===== src/rtl/mux_pipe.sv =====
// -----------------------------------------------------------------------------
// mux_pipe
//   Two-stage pipelined NUM_IN:1 word multiplexer with valid/ready handshakes
//   on both sides.
//
//   Stage 1 performs the low-order selection. Inputs are split into groups of
//   four, and in_sel[1:0] picks one word from each group. The stage registers
//   all NUM_IN/4 partial words plus the remaining high select bits.
//   Stage 2 uses the registered high select bits to pick the final word from
//   the partial words, and registers it as out_data.
//
//   Latency is two cycles. Throughput is one beat per cycle while out_ready is
//   high. The downstream stall propagates back through in_ready combinationally.
//
// Parameters
//   WIDTH   data width of each input word and of out_data
//   NUM_IN  number of data inputs (4, 8 or 16)
//   SEL_W   select width, log2(NUM_IN)
//
// Ports
//   clk        rising-edge clock
//   rst_n      synchronous active-low reset
//   in_data    flattened inputs; input k is in_data[k*WIDTH +: WIDTH]
//   in_sel     index of the input to forward
//   in_valid   in_data/in_sel are valid this cycle
//   in_ready   block accepts the input this cycle
//   out_data   selected word
//   out_valid  out_data is valid
//   out_ready  downstream accepts out_data this cycle
//   xfer_cnt   wrapping count of completed output transfers
// -----------------------------------------------------------------------------
module mux_pipe #(
  parameter int WIDTH  = 16,
  parameter int NUM_IN = 16,
  parameter int SEL_W  = 4
) (
  input  logic                    clk,
  input  logic                    rst_n,
  input  logic [NUM_IN*WIDTH-1:0] in_data,
  input  logic [SEL_W-1:0]        in_sel,
  input  logic                    in_valid,
  output logic                    in_ready,
  output logic [WIDTH-1:0]        out_data,
  output logic                    out_valid,
  input  logic                    out_ready,
  output logic [15:0]             xfer_cnt
);

  localparam int NUM_GRP = NUM_IN / 4;
  // With only one group there are no high select bits; a single-bit field
  // is still declared so the declarations stay legal, and it is tied to zero.
  localparam int HI_W    = (SEL_W > 2) ? SEL_W - 2 : 1;

  logic             s1_valid;
  logic [WIDTH-1:0] s1_part [NUM_GRP];
  logic [HI_W-1:0]  s1_sel_hi;

  logic [WIDTH-1:0] part_next [NUM_GRP];
  logic [HI_W-1:0]  sel_hi_next;
  logic [WIDTH-1:0] grp_word;

  logic in_xfer;
  logic out_xfer;
  logic s1_adv;

  // Handshake terms. Stage 2 can take a word when it is empty or when its
  // current word leaves this cycle. Stage 1 can take a new input when it is
  // empty or when its content moves into stage 2 this cycle. in_ready
  // deliberately ignores in_valid.
  always_comb begin
    s1_adv   = s1_valid && (!out_valid || out_ready);
    in_ready = !s1_valid || !out_valid || out_ready;
    in_xfer  = in_valid && in_ready;
    out_xfer = out_valid && out_ready;
  end

  // First-level selection. Within each group of four inputs, pick the word
  // addressed by the two low select bits.
  always_comb begin
    for (int g = 0; g < NUM_GRP; g++) begin
      part_next[g] = in_data[(4 * g + int'(in_sel[1:0])) * WIDTH +: WIDTH];
    end
  end

  // The high select bits only exist when there is more than one group.
  generate
    if (SEL_W > 2) begin : g_sel_hi
      assign sel_hi_next = in_sel[SEL_W-1:2];
    end else begin : g_sel_hi_none
      assign sel_hi_next = '0;
    end
  endgenerate

  // Second-level selection. Pick the partial word of the group named by the
  // registered high select bits. A single-group build always uses group 0.
  generate
    if (NUM_GRP == 1) begin : g_grp_one
      assign grp_word = s1_part[0];
    end else begin : g_grp_many
      assign grp_word = s1_part[s1_sel_hi];
    end
  endgenerate

  // Stage 1 register. A new input always wins, including when the old content
  // advances in the same cycle, so s1_valid stays high in that case. Otherwise
  // the stage empties once its content has moved on. It holds while stalled.
  always_ff @(posedge clk) begin
    if (!rst_n) begin
      s1_valid  <= 1'b0;
      s1_sel_hi <= '0;
      for (int g = 0; g < NUM_GRP; g++) begin
        s1_part[g] <= '0;
      end
    end else if (in_xfer) begin
      s1_valid  <= 1'b1;
      s1_sel_hi <= sel_hi_next;
      for (int g = 0; g < NUM_GRP; g++) begin
        s1_part[g] <= part_next[g];
      end
    end else if (s1_adv) begin
      s1_valid <= 1'b0;
    end
  end

  // Stage 2 / output register. Loading takes priority over draining, so a
  // back-to-back stream keeps out_valid high. While the output is stalled,
  // neither branch fires and out_data/out_valid hold.
  always_ff @(posedge clk) begin
    if (!rst_n) begin
      out_valid <= 1'b0;
      out_data  <= '0;
    end else if (s1_adv) begin
      out_valid <= 1'b1;
      out_data  <= grp_word;
    end else if (out_xfer) begin
      out_valid <= 1'b0;
    end
  end

  // Completed output transfer counter; wraps naturally at 16 bits.
  always_ff @(posedge clk) begin
    if (!rst_n) begin
      xfer_cnt <= '0;
    end else if (out_xfer) begin
      xfer_cnt <= xfer_cnt + 16'd1;
    end
  end

endmodule


===== config.mk =====
export PLATFORM = sky130hd
export DESIGN_NAME = mux_pipe
export DESIGN_NICKNAME = d
export VERILOG_FILES = /design/src/rtl/mux_pipe.sv
export SDC_FILE = /design/constraint.sdc
export NUM_CORES = 1
export LEC_CHECK = 0
export BUFFER_PORTS_ARGS = -buffer_cell sky130_fd_sc_hd__buf_2
export CAP_MARGIN = 10
export CORE_MARGIN = 10
export CORE_UTILIZATION = 46
export CTS_CLUSTER_SIZE = 12
export DETAILED_ROUTE_END_ITERATION = 7
export PLACE_DENSITY = 0.88
export SYNTH_ARGS = -nofsm -noshare
export SYNTH_HDL_FRONTEND = slang
export SYNTH_SLANG_ARGS = --single-unit

===== constraint.sdc =====
create_clock -name clk -period 3.45 [get_ports clk]
set_clock_uncertainty 0.15 [all_clocks]
set_input_delay 0.345 -clock clk [delete_from_list [all_inputs] [get_ports clk]]
set_output_delay 0.345 -clock clk [all_outputs]
set_load 0.02 [all_outputs]

==> run metrics <==
status=finished clean; DRC viols=0; maximum VDD drop=0.240 mV; Critical path origin=in_sel[1]; synthesized area per cell=14.1 um^2; register area=2640 um^2; beginning of the worst hold path=in_sel[2]; # IOs=298; hpwl dp=16.3 mm; Sw Ratio=0.227; port buffer count=297; Slew Viols, Final=0; Final #Nets=952; fin crit period=2050 ps; cts hold-fix bufs=0; Critical Path Source Type=primary input; detail-routed via count per cell=5.47; switching pwr=0.000659 W; unrepaired setup endpoints after global routing=no; clk sinks=100; Die W=131 um; Initial DRC Count=366; synthesized flop and latch total=100; Power Density=381 nW/um^2; First-pass DRT Iterations=5; Max Fclk=488 MHz; die area=17200 um^2; number of buffers created by CTS=9; Worst Path Required=3390 ps; Die H=131 um; P&R area growth vs syn=34.8%; Clock Path Buffers=2; total grt overflow=0; critical path type=primary input to register; crit-path max FO=42; H-tree depth=3; post-synthesis sequential area ratio=0.466; Yosys cell types=33; Worst Setup End Kind=register; Root Driver=clkbuf_16; largest net degree at the start of global routing=67; CTS tree=done; core area=12100 um^2; ys async rst share=0; r2r startpoint=out_valid$_SDFFE_PN0P_; area of the multi-input gates=2880 um^2; Setup Buffers After CTS=0; Slew @ Worst Pin=885 ps; design area=7640 um^2; routed len/inst=22.7 um; number of synthesis warnings=0; Final Hold Fails=0; placed insts=844; Final setup viols=0; Hold WS=81.7 ps; initial antenna violation count=7; final non-filler cell total=867; Initial Utilization=0.470; dominant synthesized flop cell=edfxtp_1; Clk pin slew, worst setup/hold paths=70 ps; Placer Congestion=0.953; fin crit share=0.594; post-route antenna net violation count=0; vias in the first global route=5341; Max-Cap Viols=0; Int Pwr=0.00225 W; Skew-Pair Late Insertion Delay=330 ps; share of cells above drive strength 1=0.587; All-Layer GR Usage=0.226; setup TNS=0 ps; Setup WS post-layout=1400 ps; Syn Inst Count=403; worst hold-check path type=primary input to register; Leakage=3.28 nW; combinational fraction of design power=0.171; Post-synth EDFFs=64; Clk pwr share=0.350; Post-Syn Nets=668; via count=4744; Place WS=1110 ps; Max transition margin=0.410; Core Rows=40; final wirelength=19.7 mm; first-pass GRT wire length=29.2 mm; post-synth design cell area=5670 um^2; Worst EP arrival=1990 ps; cts repair resizes=0; Sequential Power Share=0.479; fillcell total=890; Placed Area=7310 um^2
==> state kept, by name (all words and copies together), names as in the netlist <==
name	flops
s1_part	64
out_data	16
xfer_cnt	16
s1_sel_hi	2
out_valid	1
s1_valid	1
==> metrics by stage <==
stage                     total power, W  utilization
final                            0.00291        0.633
after global routing             0.00302        0.633
after CTS                        0.00293        0.632
after detailed placement         0.00192        0.606
after global placement           0.00190        0.606
after floorplan                  0.00168            -
==> worst max-delay path, cell delays in order <==
cell    delay, ps
buf_2         440
buf_4         570
mux4_2        400
and2_1        190
==> power groups by stage <==
stage                     clock [W]  combinational (W)  sequential (W)
after global routing        0.00108           0.000539         0.00140
after detailed placement          0           0.000500         0.00142
after floorplan                   0           0.000276         0.00141
after CTS                   0.00103           0.000501         0.00139
after global placement            0           0.000484         0.00142
final                       0.00102           0.000498         0.00139
==> synth_stat cells, types with 2 or more instances <==
| cell | number | share of area |
|---|---|---|
| a21oi_1 | 24 | 0.021 |
| a22o_1 | 2 | 0.0031 |
| and2_1 | 65 | 0.072 |
| and4_1 | 2 | 0.0031 |
| buf_2 | 9 | 0.0079 |
| clkbuf_1 | 21 | 0.014 |
| dfxtp_1 | 36 | 0.13 |
| edfxtp_1 | 64 | 0.34 |
| inv_1 | 5 | 0.0033 |
| mux4_2 | 80 | 0.32 |
| nand2_1 | 41 | 0.027 |
| nand3_1 | 4 | 0.0035 |
| nand3b_1 | 2 | 0.0026 |
| nand4_1 | 2 | 0.0022 |
| nand4_2 | 2 | 0.0044 |
| nor2_1 | 13 | 0.0086 |
| nor3_1 | 5 | 0.0044 |
| nor4_1 | 2 | 0.0022 |
| xnor2_1 | 6 | 0.0093 |
| xor2_1 | 5 | 0.0077 |
==> logic make-up (layout without fill, tap and decap cells) <==
kind of cell             after synthesis  in the layout  share of synthesized area
flip-flops                           100            100                      0.466
buffers and inverters                 38            327                     0.0274
other                                  0              7                          0
AND/OR/NAND/NOR                      143            143                      0.139
XOR/XNOR                              11             11                     0.0170
adder cells (fa/ha/maj)                1              1                    0.00221
AO/OA/AOI/OAI                         30             30                     0.0296
multiplexers                          80             80                      0.318
==> layer usage <==
| metal | vias up | GRT usage | wire length [um] |
|---|---|---|---|
| met4 | 0 | 0.0850 | 463 |
| li1 | 2132 | - | - |
| met3 | 30 | 0.0774 | 1740 |
| met5 | - | 0 | 0 |
| met2 | 244 | 0.395 | 10400 |
| met1 | 2338 | 0.248 | 7080 |
==> worst paths after layout <==
kind / to / slack (ps) / cells past startpoint
worst min-delay path: s1_sel_hi[0]$_SDFFE_PN0P_ / 80 / 2
worst max register to register: s1_part[3][10]$_SDFFCE_PN0P_ / 1470 / 4
worst min register to register: out_data[13]$_SDFFE_PN0P_ / 310 / 2
worst max-delay path: s1_part[0][2]$_SDFFCE_PN0P_ / 1400 / 4
==> placed cells by master (no fill, tap or decap), types with 4 or more instances in the layout <==
master	count
a21oi_1	24
and2_1	65
buf_2	296
buf_4	7
clkbuf_16	11
dfxtp_1	36
diode_2	7
edfxtp_1	64
inv_1	4
mux4_2	80
nand2_1	41
nand3_1	4
nor2_1	12
nor3_1	5
xnor2_1	6
xor2_1	5
==> cell type report <==
type | count | share of cell area
Antenna cell | 7 | 0.00229
Tap cell | 168 | 0.0275
Sequential cell | 100 | 0.346
Clock buffer | 14 | 0.0388
Multi-Input combinational cell | 265 | 0.376
Inverter | 7 | 0.00360
Clock inverter | 2 | 0.00180
Timing Repair Buffer | 304 | 0.203
Note: power is estimated with default switching activity, not from simulation.
